[config.mk]
export PLATFORM = sky130hd
export DESIGN_NAME = alu_op_sequencer
export DESIGN_NICKNAME = d
export VERILOG_FILES = /design/src/rtl/alu_op_sequencer.sv
export SDC_FILE = /design/constraint.sdc
export NUM_CORES = 1
export LEC_CHECK = 0
export CELL_PAD_IN_SITES_DETAIL_PLACEMENT = 0
export CELL_PAD_IN_SITES_GLOBAL_PLACEMENT = 1
export CORE_MARGIN = 2
export CORE_UTILIZATION = 46
export DETAILED_ROUTE_END_ITERATION = 12
export GPL_ROUTABILITY_DRIVEN = 0
export PLACE_DENSITY = 0.91
export SLEW_MARGIN = 20
export SYNTH_ARGS = -nofsm -noshare
export SYNTH_HDL_FRONTEND = slang
export SYNTH_SLANG_ARGS = --single-unit
[constraint.sdc]
create_clock -name clk -period 6.5 [get_ports clk]
set_clock_uncertainty 0.05 [all_clocks]
set_input_delay 1.3 -clock clk [delete_from_list [all_inputs] [get_ports clk]]
set_output_delay 1.3 -clock clk [all_outputs]
set_load 0.02 [all_outputs]
[src/rtl/alu_op_sequencer.sv]
// Command FIFO + issue FSM feeding a one-clock registered 8-bit ALU; returns tagged results
// over valid/ready. Divide-by-zero and illegal opcodes never reach the ALU.
module alu_op_sequencer #(
   parameter int          DEPTH       = 4,
   parameter logic [15:0] DIV0_RESULT = 16'hFFFF
) (
   input  logic        clk,
   input  logic        rst,
   input  logic        cmd_valid,
   output logic        cmd_ready,
   input  logic [7:0]  cmd_a,
   input  logic [7:0]  cmd_b,
   input  logic [2:0]  cmd_op,
   input  logic [3:0]  cmd_tag,
   output logic [7:0]  alu_number1,
   output logic [7:0]  alu_number2,
   output logic [2:0]  alu_sel,
   input  logic [15:0] alu_result,
   output logic        res_valid,
   input  logic        res_ready,
   output logic [15:0] res_data,
   output logic [3:0]  res_tag,
   output logic        res_err,
   output logic        busy
);
   localparam int AW = $clog2(DEPTH);
   localparam int CW = AW + 1;

   typedef enum logic [1:0] {IDLE, ISSUE, WAIT, HOLD} state_t;

   typedef struct packed {
      logic [7:0] a;
      logic [7:0] b;
      logic [2:0] op;
      logic [3:0] tag;
   } cmd_t;

   cmd_t fifo_mem [DEPTH];
   cmd_t head;

   state_t         state_q, state_d;
   logic [AW-1:0]  wr_ptr_q, wr_ptr_d, rd_ptr_q, rd_ptr_d;
   logic [CW-1:0]  count_q, count_d;
   logic [7:0]     n1_q, n1_d, n2_q, n2_d;
   logic [2:0]     sel_q, sel_d;
   logic           byp_q, byp_d, div0_q, div0_d;
   logic [3:0]     tag_q, tag_d;
   logic           res_valid_q, res_valid_d;
   logic [15:0]    res_data_q, res_data_d;
   logic [3:0]     res_tag_q, res_tag_d;
   logic           res_err_q, res_err_d;

   logic full, push, pop, head_legal, head_div0;

   assign full      = (count_q == CW'(DEPTH));
   assign cmd_ready = !full;
   assign push      = cmd_valid && cmd_ready;
   assign pop       = (state_q == IDLE) && (count_q != '0);
   assign head      = fifo_mem[rd_ptr_q];

   assign head_legal = (head.op >= 3'd1) && (head.op <= 3'd4);
   assign head_div0  = (head.op == 3'd4) && (head.b == 8'd0);

   always_comb begin
      wr_ptr_d = wr_ptr_q;
      rd_ptr_d = rd_ptr_q;
      count_d  = count_q;
      if (push) wr_ptr_d = wr_ptr_q + AW'(1);
      if (pop)  rd_ptr_d = rd_ptr_q + AW'(1);
      if (push && !pop)      count_d = count_q + CW'(1);
      else if (!push && pop) count_d = count_q - CW'(1);
   end

   always_comb begin
      state_d     = state_q;
      n1_d        = n1_q;
      n2_d        = n2_q;
      sel_d       = sel_q;
      byp_d       = byp_q;
      div0_d      = div0_q;
      tag_d       = tag_q;
      res_valid_d = res_valid_q;
      res_data_d  = res_data_q;
      res_tag_d   = res_tag_q;
      res_err_d   = res_err_q;
      case (state_q)
         IDLE: begin
            sel_d = 3'b000;
            if (pop) begin
               n1_d    = head.a;
               n2_d    = head.b;
               byp_d   = !head_legal || head_div0;
               div0_d  = head_div0;
               tag_d   = head.tag;
               sel_d   = (!head_legal || head_div0) ? 3'b000 : head.op;
               state_d = ISSUE;
            end
         end
         ISSUE: state_d = WAIT;
         WAIT: begin
            // alu_result is only trusted here, one edge after the ALU latched its operands.
            if (byp_q) res_data_d = div0_q ? DIV0_RESULT : 16'h0000;
            else       res_data_d = alu_result;
            res_tag_d   = tag_q;
            res_err_d   = byp_q;
            res_valid_d = 1'b1;
            state_d     = HOLD;
         end
         HOLD: begin
            if (res_ready) begin
               res_valid_d = 1'b0;
               state_d     = IDLE;
            end
         end
         default: state_d = IDLE;
      endcase
   end

   always_ff @(posedge clk) begin
      if (push) fifo_mem[wr_ptr_q] <= '{a: cmd_a, b: cmd_b, op: cmd_op, tag: cmd_tag};
   end

   always_ff @(posedge clk) begin
      if (rst) begin
         state_q     <= IDLE;
         wr_ptr_q    <= '0;
         rd_ptr_q    <= '0;
         count_q     <= '0;
         n1_q        <= '0;
         n2_q        <= '0;
         sel_q       <= '0;
         byp_q       <= 1'b0;
         div0_q      <= 1'b0;
         tag_q       <= '0;
         res_valid_q <= 1'b0;
         res_data_q  <= '0;
         res_tag_q   <= '0;
         res_err_q   <= 1'b0;
      end else begin
         state_q     <= state_d;
         wr_ptr_q    <= wr_ptr_d;
         rd_ptr_q    <= rd_ptr_d;
         count_q     <= count_d;
         n1_q        <= n1_d;
         n2_q        <= n2_d;
         sel_q       <= sel_d;
         byp_q       <= byp_d;
         div0_q      <= div0_d;
         tag_q       <= tag_d;
         res_valid_q <= res_valid_d;
         res_data_q  <= res_data_d;
         res_tag_q   <= res_tag_d;
         res_err_q   <= res_err_d;
      end
   end

   assign alu_number1 = n1_q;
   assign alu_number2 = n2_q;
   assign alu_sel     = sel_q;
   assign res_valid   = res_valid_q;
   assign res_data    = res_data_q;
   assign res_tag     = res_tag_q;
   assign res_err     = res_err_q;
   assign busy        = (state_q != IDLE) || (count_q != '0);

endmodule
# Yosys cells after proc, flatten, opt, wreduce, memory -nomap -nowiden
# Memories as Yosys holds them, arrays and structs flattened. A register that Yosys moved wholly into a read port is not among the register bits.
# Cells that the tools add are included.
# classes
add_sub_neg,4
order_cmp,2
eq_ne,7
muxes,15
reduce_logical,21
# ops
op,n
16-bit 2-to-1 mux,2
3-bit 2-to-1 mux,4
8-bit zero test,1
2-bit 2-to-1 mux,4
2-bit one-hot mux with 4 select lines,1
"3-bit == test, second input constant",2
1-bit logical AND,6
2-bit AND reduction,3
2-bit nonzero test,3
"2-bit by 1-bit adder with 2-bit output, second input constant",2
"2-bit == test, second input constant",2
1-bit zero test,4
"2-bit inequality test, second input constant",2
"3-bit by 1-bit adder with 3-bit output, second input constant",1
"3-bit by 1-bit >= comparator with 1-bit output, second input constant",1
"3-bit <= comparator, second input constant",1
1-bit 2-to-1 mux,3
3-bit nonzero test,1
"3-bit by 1-bit subtractor with 3-bit output, second input constant",1
"2-bit by 1-bit == test with 1-bit output, second input constant",1
2-bit zero test,1
1-bit logical OR,2
1-bit one-hot mux with 2 select lines,1
# word_totals
reg_bits,56
ramBits,92
output_inout_bits,43
n_memories,1
# mem_list
name,depth,width,read_ports,rd_ports_with_merged_regs,wr,line_no,text
fifo_mem,4,23,1,1,1,38,cmd_t fifo_mem [DEPTH];

# Logic depth before layout (Yosys ltp)
# depth
word_depth,7
ltp_mapped,11

# Worst setup path before layout
# No wires, ideal clock.
# synth_timing
path_type,input to register
startpoint,input port cmd_valid
endpoint,register count_q[2]
arrival_ps,2900
required_ps,6380
path_slack_ps,3480
cell_stages,7
path_cell_list,a21boi_1 -> ha_1 -> inv_1 -> fa_1 -> xor2_1 -> or3_1 -> a21oi_1
# synth_via
elab_chain_cells,4
# synth_lines
item,line_no,text
from (decl),9,"input logic cmd_valid,"
1-bit logical AND *,57,assign push = cmd_valid && cmd_ready;
1-bit zero test,71,else if (!push && pop) count_d = count_q - CW'(1);
1-bit logical AND,71,
2-bit nonzero test (no line),--,
to (signal assigned),143,count_q <= count_d;
to (decl),43,"logic [CW-1:0] count_q, count_d;"
# Every way passes the cells marked *; elsewhere a longest branch is shown, timed or not.
# A chain may end at the register's enable or synchronous reset.

# Final worst setup path
# layout_timing
startpoint,register state_q[0]
endpoint,register count_q[2]
# layout_via
elab_chain_cells,5
# layout_lines
item,line_no,text
from (decl),41,"state_t state_q, state_d;"
from (signal assigned),140,state_q <= state_d;
2-bit zero test *,58,assign pop = (state_q == IDLE) && (count_q != '0);
1-bit logical AND *,58,
1-bit zero test,70,if (push && !pop) count_d = count_q + CW'(1);
1-bit logical AND,70,
3-bit 2-to-1 mux / 2-bit nonzero test (equally long branches),--,
# Marks and branches as above.

==> flow_metrics.py <==
metrics = {
    "status": {
        "status": "finished, final reports clean",
    },
    "critical_path": {
        "r2r_slack_ns": 2.87,
        "reg2reg_depth": 10,
        "cp_top_family": "compound AO/OA/AOI/OAI gates",
        "setup.worst_path.class": "register to register",
        "cp_data_required_time_ns": 6.79,
        "crit_buf_inv": 3,
        "end_kind": "register",
        "max_stage_delay_ns": 0.86,
        "path_max_fanout": 24,
        "crit_chain": "inv_1 > ha_1 > o31a_1 > inv_1 > ha_1 > inv_1 > fa_1 > xor2_1 > or3_1 > a21oi_1",
        "slowest_stage": "o31a_1",
        "worstSetupStartpointType": "register",
        "crit_arrival_ns": 3.91,
        "r2r-start": "state_q[0]",
        "r2r_end": "count_q[2]",
        "crit_top_cell": "inv_1",
    },
    "placement": {
        "io_buffer_count": 85,
        "place_hpwl_um": 6975,
        "dp_cells": 623,
    },
    "synthesis": {
        "syn_avg_cell_area_um2": 14.65,
        "syn-cell-area_um2": 5699,
        "synth_edf_count": 92,
        "synth_top_cell_by_area": "edfxtp_1",
        "seq_area_frac_synth_pct": 68.85,
        "synth.most_common_cell": "edfxtp_1",
        "synth_commonest_cells": "edfxtp_1 (92), dfxtp_1 (58), nand2_1 (44)",
        "ys_seq_elements": 150,
        "ys_types": 34,
        "netlist_instances": 389,
        "ys.flop_type": "edfxtp_1",
        "async_flop_share_pct": 0,
        "syn-num-nets": 442,
        "yosysWarnings": 0,
        "synthTopCellsByArea": "edfxtp_1 (48%), dfxtp_1 (20%), mux4_2 (6.7%), a21oi_1 (3.6%), nand2_1 (2.9%)",
        "yosysTopAreaCellShare_pct": 48.47,
    },
    "floorplanning": {
        "die_x_um": 115.3,
        "dieArea_um2": 13300,
        "start_util_pct": 47.25,
        "row_count": 40,
        "core_area_um2": 12060,
        "io_pins": 86,
        "dieHeight_um": 115.3,
    },
    "hold_path": {
        "holdPathEnd": "tag_q[2]",
        "worstHoldPathCells": 2,
        "min_from": "tag_q[2]",
        "hold_class": "register to register",
    },
    "routing": {
        "drt-wirelength-per-cell_um": 17.11,
        "vias": 3379,
        "drc_errors": 0,
        "dr.pass1.iters": 4,
        "wirelength_um": 11210,
        "drtIter0Drc": 191,
        "ant_nets": 0,
        "vias_per_cell": 5.159,
    },
    "cts": {
        "clk_pin_slew_ns": 0.06,
        "cts_hold_buffers": 0,
        "clkSinkCount": 150,
        "post_cts_buffers": 0,
        "h-tree-depth": 4,
        "root_buffer": "clkbuf_16",
        "clk_latency_ns": 0.41,
        "clock_path_buffers": 2,
        "cts_resized": 0,
        "tritoncts": "done",
        "numCtsBuffers": 17,
    },
    "timing": {
        "worst_hold_slack_ns": 0.4065,
        "maxSlewViolCount": 0,
        "final.min_clock_period_ns": 3.628,
        "post-route-period-util_pct": 55.81,
        "tightest_slew_ns": 1.023,
        "hold_viol_final": 0,
        "slew_headroom_pct": 31.77,
        "setup_tns_ns": 0,
        "rsz0062_at_grt": "false",
        "fmax_mhz": 275.6,
        "setup_violations": 0,
    },
    "power_and_ir_drop": {
        "power_leakage_uw": 0.002455,
        "worst_ir_drop_vdd_uv": 318.0,
        "sequentialPowerShare_pct": 39.1,
        "comb_power_share_pct": 30.1,
        "p_switching_uw": 973.0,
        "clockPowerShare_pct": 30.8,
        "p_per_area_nw_per_um2": 441.3,
        "swShare_pct": 30.28,
        "internal_power_uw": 2241,
    },
    "final_layout": {
        "final_nets": 527,
        "fillers": 909,
        "synthToLayoutAreaGrowth_pct": 27.79,
        "drive_gt1_share_pct": 11.29,
        "layout.cells.non_filler": 655,
        "num_antenna_cells": 0,
        "final_util_pct": 60.38,
    },
    "global_route": {
        "grt_antenna_before_repair": 0,
        "gr-usage-all-layers_pct": 17.97,
        "grt_max_degree": 59,
        "grt_overflow_total": 0,
        "grt_pass1_wl_um": 17620,
        "first_global_vias": 3505,
    },
    "run": {
        "cap_violations": 0,
    },
}
power by group through the flow:
| stage | sequential, uW | combinational [uW] | clock, uW |
|---|---|---|---|
| floorplan | 1350 | 586 | 0 |
| global placement | 1270 | 936 | 0 |
| detailed placement | 1280 | 970 | 0 |
| CTS | 1260 | 979 | 1010 |
| global route | 1280 | 1060 | 1050 |
| finish | 1260 | 968 | 988 |
layout make-up:
class                   instances  area (um^2)  share of cell area, %
flip-flops and latches        150         3924                  53.87
multi-input cells             209         1643                  22.56
repair buffers                 88        870.8                  11.96
clock buffers                  25        486.7                  6.683
well taps                     168        210.2                  2.886
clock inverters                 7        118.9                  1.632
inverters                       8        30.03                 0.4123
stage by stage:
stage               setup slack, ns  area, um^2  power (uW)
finish                        2.872        7283        3214
global placement              2.819        6670        2206
floorplan                     3.480        5699        1933
detailed placement            2.707        6670        2247
CTS                           2.829        7276        3247
global route                  2.563        7283        3382
how the worst max path moves through the flow:
stage	start	end	slack, ns	cells past startpoint
final	state_q[0]	count_q[2]	2.87	10
after CTS	state_q[0]	count_q[2]	2.83	10
after detailed placement	cmd_valid	count_q[2]	2.71	8
after global routing	state_q[0]	count_q[2]	2.56	10
after floorplan	cmd_valid	count_q[2]	3.48	7
after global placement	cmd_valid	fifo_mem[1][16]	2.82	3
worst register-to-register path, delay by kind of cell, from the launching register on:
| family | cells | cell delay (ns) |
|---|---|---|
| xor+xnor | 1 | 0.07 |
| buf+inv | 3 | 0.88 |
| simple gates | 1 | 0.32 |
| flops | 1 | 0.32 |
| compound gates | 2 | 1.02 |
| fa+ha+maj | 3 | 0.89 |
flip-flops by register name (all words and copies together), names as in the netlist, named ones only:
| name | cells |
|---|---|
| byp_q | 1 |
| count_q | 3 |
| alu_sel | 3 |
| fifo_mem | 92 |
| state_q | 2 |
| res_valid | 1 |
| rd_ptr_q | 2 |
| div0_q | 1 |
| res_err | 1 |
| alu_number2 | 8 |
| alu_number1 | 8 |
| res_tag | 4 |
| tag_q | 4 |
| wr_ptr_q | 2 |
| res_data | 16 |
kinds of logic (layout without fill, tap and decap cells):
group                      count (synthesis)  count (layout)  synth area share, %
and+or+nand+nor                           98              98                7.838
muxes                                     31              31                10.89
buffers and inverters                     30             128                2.415
adders and majority gates                 10              10                2.327
xor gates and xnor gates                   5               5               0.7685
DFF                                      150             150                68.85
AOI/OAI and AO/OA                         65              65                6.916
layer usage:
| metal | vias up | part of all wire, % | global-route usage, % |
|---|---|---|---|
| met5 | - | 0 | 0 |
| met4 | 0 | 1.8 | 8.193 |
| met3 | 16 | 5.3 | 4.797 |
| met2 | 115 | 51 | 30.99 |
| met1 | 1641 | 41 | 21.01 |
| li1 | 1607 | - | - |
layout by cell type (no fill, tap or decap), types with 2 or more instances in the layout:
master	count
clkbuf_1	6
clkbuf_16	18
edfxtp_1	92
inv_1	8
mux2i_1	8
nor2b_1	4
buf_4	4
bufinv_16	3
xor2_1	3
clkinv_4	2
nor4_4	2
and2_2	4
ha_1	9
mux4_2	17
a21oi_1	41
nand2_1	44
clkdlybuf4s50_1	84
dfxtp_1	58
nor2_1	38
xnor2_1	2
mux4_1	6
a211oi_1	17
(Power assumes the default switching activity.)
